[config.mk]
export PLATFORM = sky130hd
export DESIGN_NAME = mdr_unit
export DESIGN_NICKNAME = d
export VERILOG_FILES = /design/src/rtl/mdr_unit.sv
export SDC_FILE = /design/constraint.sdc
export NUM_CORES = 1
export LEC_CHECK = 0
export CELL_PAD_IN_SITES_DETAIL_PLACEMENT = 2
export CELL_PAD_IN_SITES_GLOBAL_PLACEMENT = 2
export CORE_MARGIN = 5
export CORE_UTILIZATION = 25
export DETAILED_ROUTE_END_ITERATION = 10
export HOLD_SLACK_MARGIN = 0.06
export MAX_ROUTING_LAYER = met4
export PLACE_DENSITY_LB_ADDON = 0.1
export SYNTH_ARGS = -nofsm -noshare
export SYNTH_HDL_FRONTEND = slang
export SYNTH_SLANG_ARGS = --single-unit
[constraint.sdc]
create_clock -name clock -period 2.65 [get_ports clock]
set_input_delay 0.53 -clock clock [delete_from_list [all_inputs] [get_ports clock]]
set_output_delay 0.53 -clock clock [all_outputs]
set_load 0.005 [all_outputs]
[src/rtl/mdr_unit.sv]
// mdr_unit: memory data register with bus load, timed read/write memory handshake.
// Optional MDR_PARITY_EN adds read parity check (mem_parity) and write parity (mem_wparity).
module mdr_unit #(
  parameter int DATA_WIDTH = 32,
  parameter int ADDR_WIDTH = 9,
  parameter int TIMEOUT = 15
) (
  input  logic                  clock,
  input  logic                  clear,
  input  logic [DATA_WIDTH-1:0] bus_in,
  input  logic                  MDR_in,
  input  logic                  read,
  input  logic                  write,
  input  logic [ADDR_WIDTH-1:0] mar_addr,
  input  logic [DATA_WIDTH-1:0] mem_data_in,
  input  logic                  mem_ack,
`ifdef MDR_PARITY_EN
  input  logic                  mem_parity,
  output logic                  mem_wparity,
`endif
  output logic [DATA_WIDTH-1:0] mdr_out,
  output logic [ADDR_WIDTH-1:0] mem_addr,
  output logic [DATA_WIDTH-1:0] mem_wdata,
  output logic                  mem_req,
  output logic                  mem_we,
  output logic                  busy,
  output logic                  done,
  output logic                  err
);
  typedef enum logic [1:0] {IDLE, RD_WAIT, WR_WAIT} state_t;
  localparam logic [7:0] LAST = 8'(TIMEOUT - 1);
  state_t state, state_n;
  logic [7:0] cnt, cnt_n;
  logic [DATA_WIDTH-1:0] mdr_n, wdata_n;
  logic [ADDR_WIDTH-1:0] addr_n;
  logic req_n, we_n, busy_n, done_n, err_n;
  logic idle, start, rd, tmo, fin, pbad;
`ifdef MDR_PARITY_EN
  logic wpar_n;
  assign pbad = (^mem_data_in) != mem_parity;
`else
  assign pbad = 1'b0;
`endif
  assign idle  = state == IDLE;
  assign start = idle && (read || write);
  assign rd    = state == RD_WAIT;
  assign tmo   = !mem_ack && cnt == LAST;
  assign fin   = !idle && (mem_ack || tmo);
  always_ff @(posedge clock or posedge clear)
    if (clear) begin
      state     <= IDLE;
      cnt       <= '0;
      mdr_out   <= '0;
      mem_addr  <= '0;
      mem_wdata <= '0;
      mem_req   <= 1'b0;
      mem_we    <= 1'b0;
      busy      <= 1'b0;
      done      <= 1'b0;
      err       <= 1'b0;
`ifdef MDR_PARITY_EN
      mem_wparity <= 1'b0;
`endif
    end else begin
      state     <= state_n;
      cnt       <= cnt_n;
      mdr_out   <= mdr_n;
      mem_addr  <= addr_n;
      mem_wdata <= wdata_n;
      mem_req   <= req_n;
      mem_we    <= we_n;
      busy      <= busy_n;
      done      <= done_n;
      err       <= err_n;
`ifdef MDR_PARITY_EN
      mem_wparity <= wpar_n;
`endif
    end
  always_comb
    state_n = idle ? (read ? RD_WAIT : write ? WR_WAIT : IDLE) : (fin ? IDLE : state);
  // read beats write beats bus load; nothing but a good read ack touches mdr while busy
  always_comb begin
    cnt_n   = (idle || fin) ? 8'd0 : cnt + 8'd1;
    mdr_n   = (idle && !read && !write && MDR_in) ? bus_in :
              (rd && mem_ack && !pbad) ? mem_data_in : mdr_out;
    addr_n  = start ? mar_addr : mem_addr;
    wdata_n = (idle && !read && write) ? mdr_out : mem_wdata;
    req_n   = start ? 1'b1 : fin ? 1'b0 : mem_req;
    we_n    = start ? !read : fin ? 1'b0 : mem_we;
    busy_n  = start ? 1'b1 : fin ? 1'b0 : busy;
    done_n  = fin;
    err_n   = start ? 1'b0 : (fin && (tmo || (rd && mem_ack && pbad))) ? 1'b1 : err;
`ifdef MDR_PARITY_EN
    wpar_n  = (idle && !read && write) ? ^mdr_out : mem_wparity;
`endif
  end
endmodule

# After elaboration in Yosys (flattened, before gate mapping)
# Cells that the tools add are included.
# totals
inputBits	79
ff_bits	87
out_inout_bits	78
wordCells	45
# op_classes
mux	12
add_sub_neg	1
reduce_logical	21
n_eq_ne	2
# ops
op	count
$mux W32	2
$logic_and A1 B1 Y1	9
$add A8 B1 Y8 const B	1
$eq A8 B4 Y1 const B	1
$mux W2	4
$mux W8	1
$reduce_bool A2 Y1	4
$mux W1	5
$logic_not A1 Y1	4
$logic_or A1 B1 Y1	3
$eq A2 B1 Y1 const B	1
$logic_not A2 Y1	1

# Longest topological paths before layout
# logic_depth
depth_word	7
mapped_depth	5
ltp_nobuf	5

# Worst setup path after synthesis
# No wires, ideal clock.
# synth_path
path_kind	input -> register
start	input read
end	register mem_wdata[10]
path_stages	3
path_slack_ps	1039
arrival_time_ps	1486
required_time_ps	2525
path_buffers	1
setup_ps	125
cell_sequence	nor4b_4 > buf_6 > mux2_2
# synth_between
elab_chain_cells	3
# synth_lines
element	line_no	text
start, declared	12	input logic read,
$logic_not A1 Y1	87	wdata_n = (idle && !read && write) ? mdr_out : mem_wdata;
$logic_and A1 B1 Y1 (2 in series)	87	
end signal, assigned	69	mem_wdata <= wdata_n;
end, declared	23	output logic [DATA_WIDTH-1:0] mem_wdata,
# Every way passes these cells.
# A chain may end at the register's enable or synchronous reset.

# Worst setup path after layout
# layout_path
start	input mem_ack
end	register mdr_out[0]
# layout_between
elab_chain_cells	2
# layout_lines
element	line_no	text
start, declared	16	input logic mem_ack,
$logic_and A1 B1 Y1	n/a	
$reduce_bool A2 Y1 (no source line)	n/a	
end signal, assigned	67	mdr_out <= mdr_n;
end, declared	21	output logic [DATA_WIDTH-1:0] mdr_out,
# Every way passes these cells.

==> flow_metrics.env <==
export IMPL_setup_worst_path_end_class="flop"
export IMPL_status="finished, final reports clean"
export IMPL_slew_headroom=0.623
export IMPL_critPathArrivalTime_ns=2.35
export IMPL_maxSlewViolCount=0
export IMPL_rsz0062_at_grt="false"
export IMPL_wirelength_mm=11.5
export IMPL_dr_pass1_iters=2
export IMPL_grt_pass1_vias=3247
export IMPL_remaining_drc_errors=0
export IMPL_ctsRootBufferMaster="clkbuf_16"
export IMPL_postCtsHoldBufs=0
export IMPL_num_io_pins=157
export IMPL_synthesis_area_um2=3850
export IMPL_cp_required_ns=2.88
export IMPL_netlist_area_leader_share=0.566
export IMPL_row_count=45
export IMPL_r2r_start="state[0]"
export IMPL_finalCritPeriodShare=0.801
export IMPL_die_h_um=134
export IMPL_final_nets=500
export IMPL_synthCells=258
export IMPL_grt_usage=0.137
export IMPL_layout_drive_gt1_share=0.297
export IMPL_vdd_drop_max_v=0.000428
export IMPL_design_power_total_mw=5.88
export IMPL_hold_depth=1
export IMPL_n_antenna_cell=0
export IMPL_rr_worst_depth=3
export IMPL_synth_seq_cells=87
export IMPL_final_core_util=0.390
export IMPL_synthFlopType="dfrtp_1"
export IMPL_hpwl_mm=8.34
export IMPL_drv_cap=0
export IMPL_final_common_cell="clkdlybuf4s50_1"
export IMPL_final_cell_mix="156 x clkdlybuf4s50_1, 98 x mux2_2, 87 x dfrtp_1, 9 x clkbuf_16, 7 x mux2_1"
export IMPL_clock_power_share=0.203
export IMPL_grt_max_degree=88
export IMPL_clock_sinks=87
export IMPL_critical_path_startpoint_type="input pin"
export IMPL_vias=2720
export IMPL_placedCellCount=596
export IMPL_place_congestion=0.698
export IMPL_r2r_slack_ns=0.63
export IMPL_cts_tree="done"
export IMPL_internal_power_mw=4.30
export IMPL_cts_clk_slew_worst_paths_ns=0.06
export IMPL_async_flop_share=1.00
export IMPL_grt_first_pass_wirelength_mm=18.2
export IMPL_finalHoldViolations=0
export IMPL_placed_area_um2=5630
export IMPL_htreeDepth=3
export IMPL_max_freq_mhz=471
export IMPL_yosysWarnings=0
export IMPL_post_cts_buffers=0
export IMPL_drt_initial_drc_count=59
export IMPL_ant_nets=0
export IMPL_cellLeakagePower_nw=2.41
export IMPL_io_buffers=156
export IMPL_clockBufferDepth=2
export IMPL_highest_layer="met4"
export IMPL_synth_distinct_cells=35
export IMPL_viasPerCell=4.47
export IMPL_holdCritPathClass="flop to flop"
export IMPL_crit_fanout=32
export IMPL_r2r_end="mdr_out[0]"
export IMPL_synth_nets=339
export IMPL_stdcell_count=609
export IMPL_fillerInstances=1525
export IMPL_die_area_um2=18000
export IMPL_netSwitchingFraction=0.269
export IMPL_synth_area_top_cells="dfrtp_1 57%, mux2_2 29%, buf_6 2.0%"
export IMPL_clock_latency_ns=0.34
export IMPL_fin_area_um2=5900
export IMPL_combPwrFrac=0.408
export IMPL_netSwitchingPower_mw=1.58
export IMPL_wl_met1_mm=4.71
export IMPL_powerDensity_nw_per_um2=997
export IMPL_min_to="mem_wdata[5]"
export IMPL_initial_core_util=0.254
export IMPL_hold_start="mem_wdata[5]"
export IMPL_antenna_found_initial=0
export IMPL_die_x_um=134
export IMPL_wire_per_inst_um=18.9
export IMPL_avgSynthCellArea_um2=14.9
export IMPL_min_period_ns=2.12
export IMPL_wl_met2_mm=5.89
export IMPL_route_met3_wl_um=727
export IMPL_worst_slew_pin_slew_ns=0.566
export IMPL_power_frac_seq=0.390
export IMPL_setup_viol_count_final=0
export IMPL_core_area_um2=15100
export IMPL_synth_edf_count=0
export IMPL_cts_inserted_buffers=9
export IMPL_synthToLayoutAreaGrowth_pct=53.4
export IMPL_crit_type="input pin to flop"
export IMPL_cts_resized=0
export IMPL_fin_skew_ns=0.00462
export IMPL_yosysTopAreaCell="dfrtp_1"
export IMPL_yosysSeqAreaShare=0.566
export IMPL_finalSetupTns_ns=0
export IMPL_grt_ovfl_total=0
==> cells by family after synthesis <==
logic type,after synthesis,share of synthesized area
compound gates,17,0.0309
xor+xnor,1,0.00228
fa+ha+maj,2,0.00651
buf+inv,16,0.0325
flops,87,0.566
mux,105,0.307
simple gates,30,0.0543
==> cells in the mapped netlist, types with 2 or more instances <==
| cell | instances |
|---|---|
| mux2_2 | 98 |
| nand3_1 | 4 |
| or3_1 | 3 |
| nor3_1 | 4 |
| nand2_1 | 4 |
| buf_2 | 4 |
| nor2_1 | 4 |
| nand2b_1 | 2 |
| o21ai_0 | 2 |
| dfrtp_1 | 87 |
| inv_1 | 3 |
| a21oi_1 | 5 |
| buf_6 | 7 |
| a21o_1 | 2 |
| ha_1 | 2 |
| mux2_1 | 7 |
| buf_4 | 2 |
==> worst max-delay path by stage <==
| stage | startpoint | endpoint | slack [ns] | depth (start not counted) |
|---|---|---|---|---|
| after floorplan | read | mem_wdata[10] | 1.04 | 3 |
| after global placement | mem_ack | mdr_out[31] | 0.20 | 4 |
| after detailed placement | mem_ack | mdr_out[0] | 0.13 | 4 |
| after CTS | mem_ack | mdr_out[0] | 0.49 | 4 |
| after global routing | mem_ack | mdr_out[13] | 0.45 | 4 |
| final | mem_ack | mdr_out[0] | 0.53 | 4 |
==> metrics by stage <==
stage / worst slack, ns / hold WS (ns)
final: 0.527 / 0.490
after global routing: 0.452 / 0.509
after CTS: 0.489 / 0.498
after detailed placement: 0.131 / 0.479
after global placement: 0.198 / 0.469
after floorplan: 1.04 / 0.483
==> layout make-up <==
| class | instances | area, um^2 | area share |
|---|---|---|---|
| repair buffers | 163 | 1650 | 0.280 |
| well taps | 188 | 235 | 0.0399 |
| multi-input cells | 155 | 1550 | 0.263 |
| flip-flops and latches | 87 | 2180 | 0.369 |
| clock buffers | 12 | 267 | 0.0452 |
| inverters | 3 | 15.0 | 0.00255 |
| clock inverters | 1 | 5.00 | 0.000848 |
==> sequential cells by signal, summed over array words and instances (netlist names) <==
| register | cells |
|---|---|
| busy | 1 |
| cnt | 8 |
| done | 1 |
| err | 1 |
| mdr_out | 32 |
| mem_addr | 9 |
| mem_wdata | 32 |
| mem_we | 1 |
| state | 2 |
==> metal layers <==
layer  vias to the layer above  GRT usage
met3                        11     0.0518
met5                         -          -
met2                        84      0.228
met1                      1378      0.156
met4                         0     0.0368
li1                       1247          -
==> power by group through the flow <==
| stage | sequential [mW] | combinational, mW | clock [mW] |
|---|---|---|---|
| 3_5_place_dp | 2.34 | 2.46 | 0 |
| 3_3_place_gp | 2.29 | 2.43 | 0 |
| 5_1_grt | 2.39 | 2.60 | 1.31 |
| 4_1_cts | 2.32 | 2.47 | 1.26 |
| 6_report | 2.29 | 2.40 | 1.19 |
| 2_1_floorplan | 2.28 | 0.933 | 0 |
==> worst max-delay path: stages <==
cell and delay (ns):
clkdlybuf4s50_1 0.56, nand3b_4 0.46, mux2_1 0.51, mux2_2 0.26
Note: power is estimated with default switching activity, not from simulation.
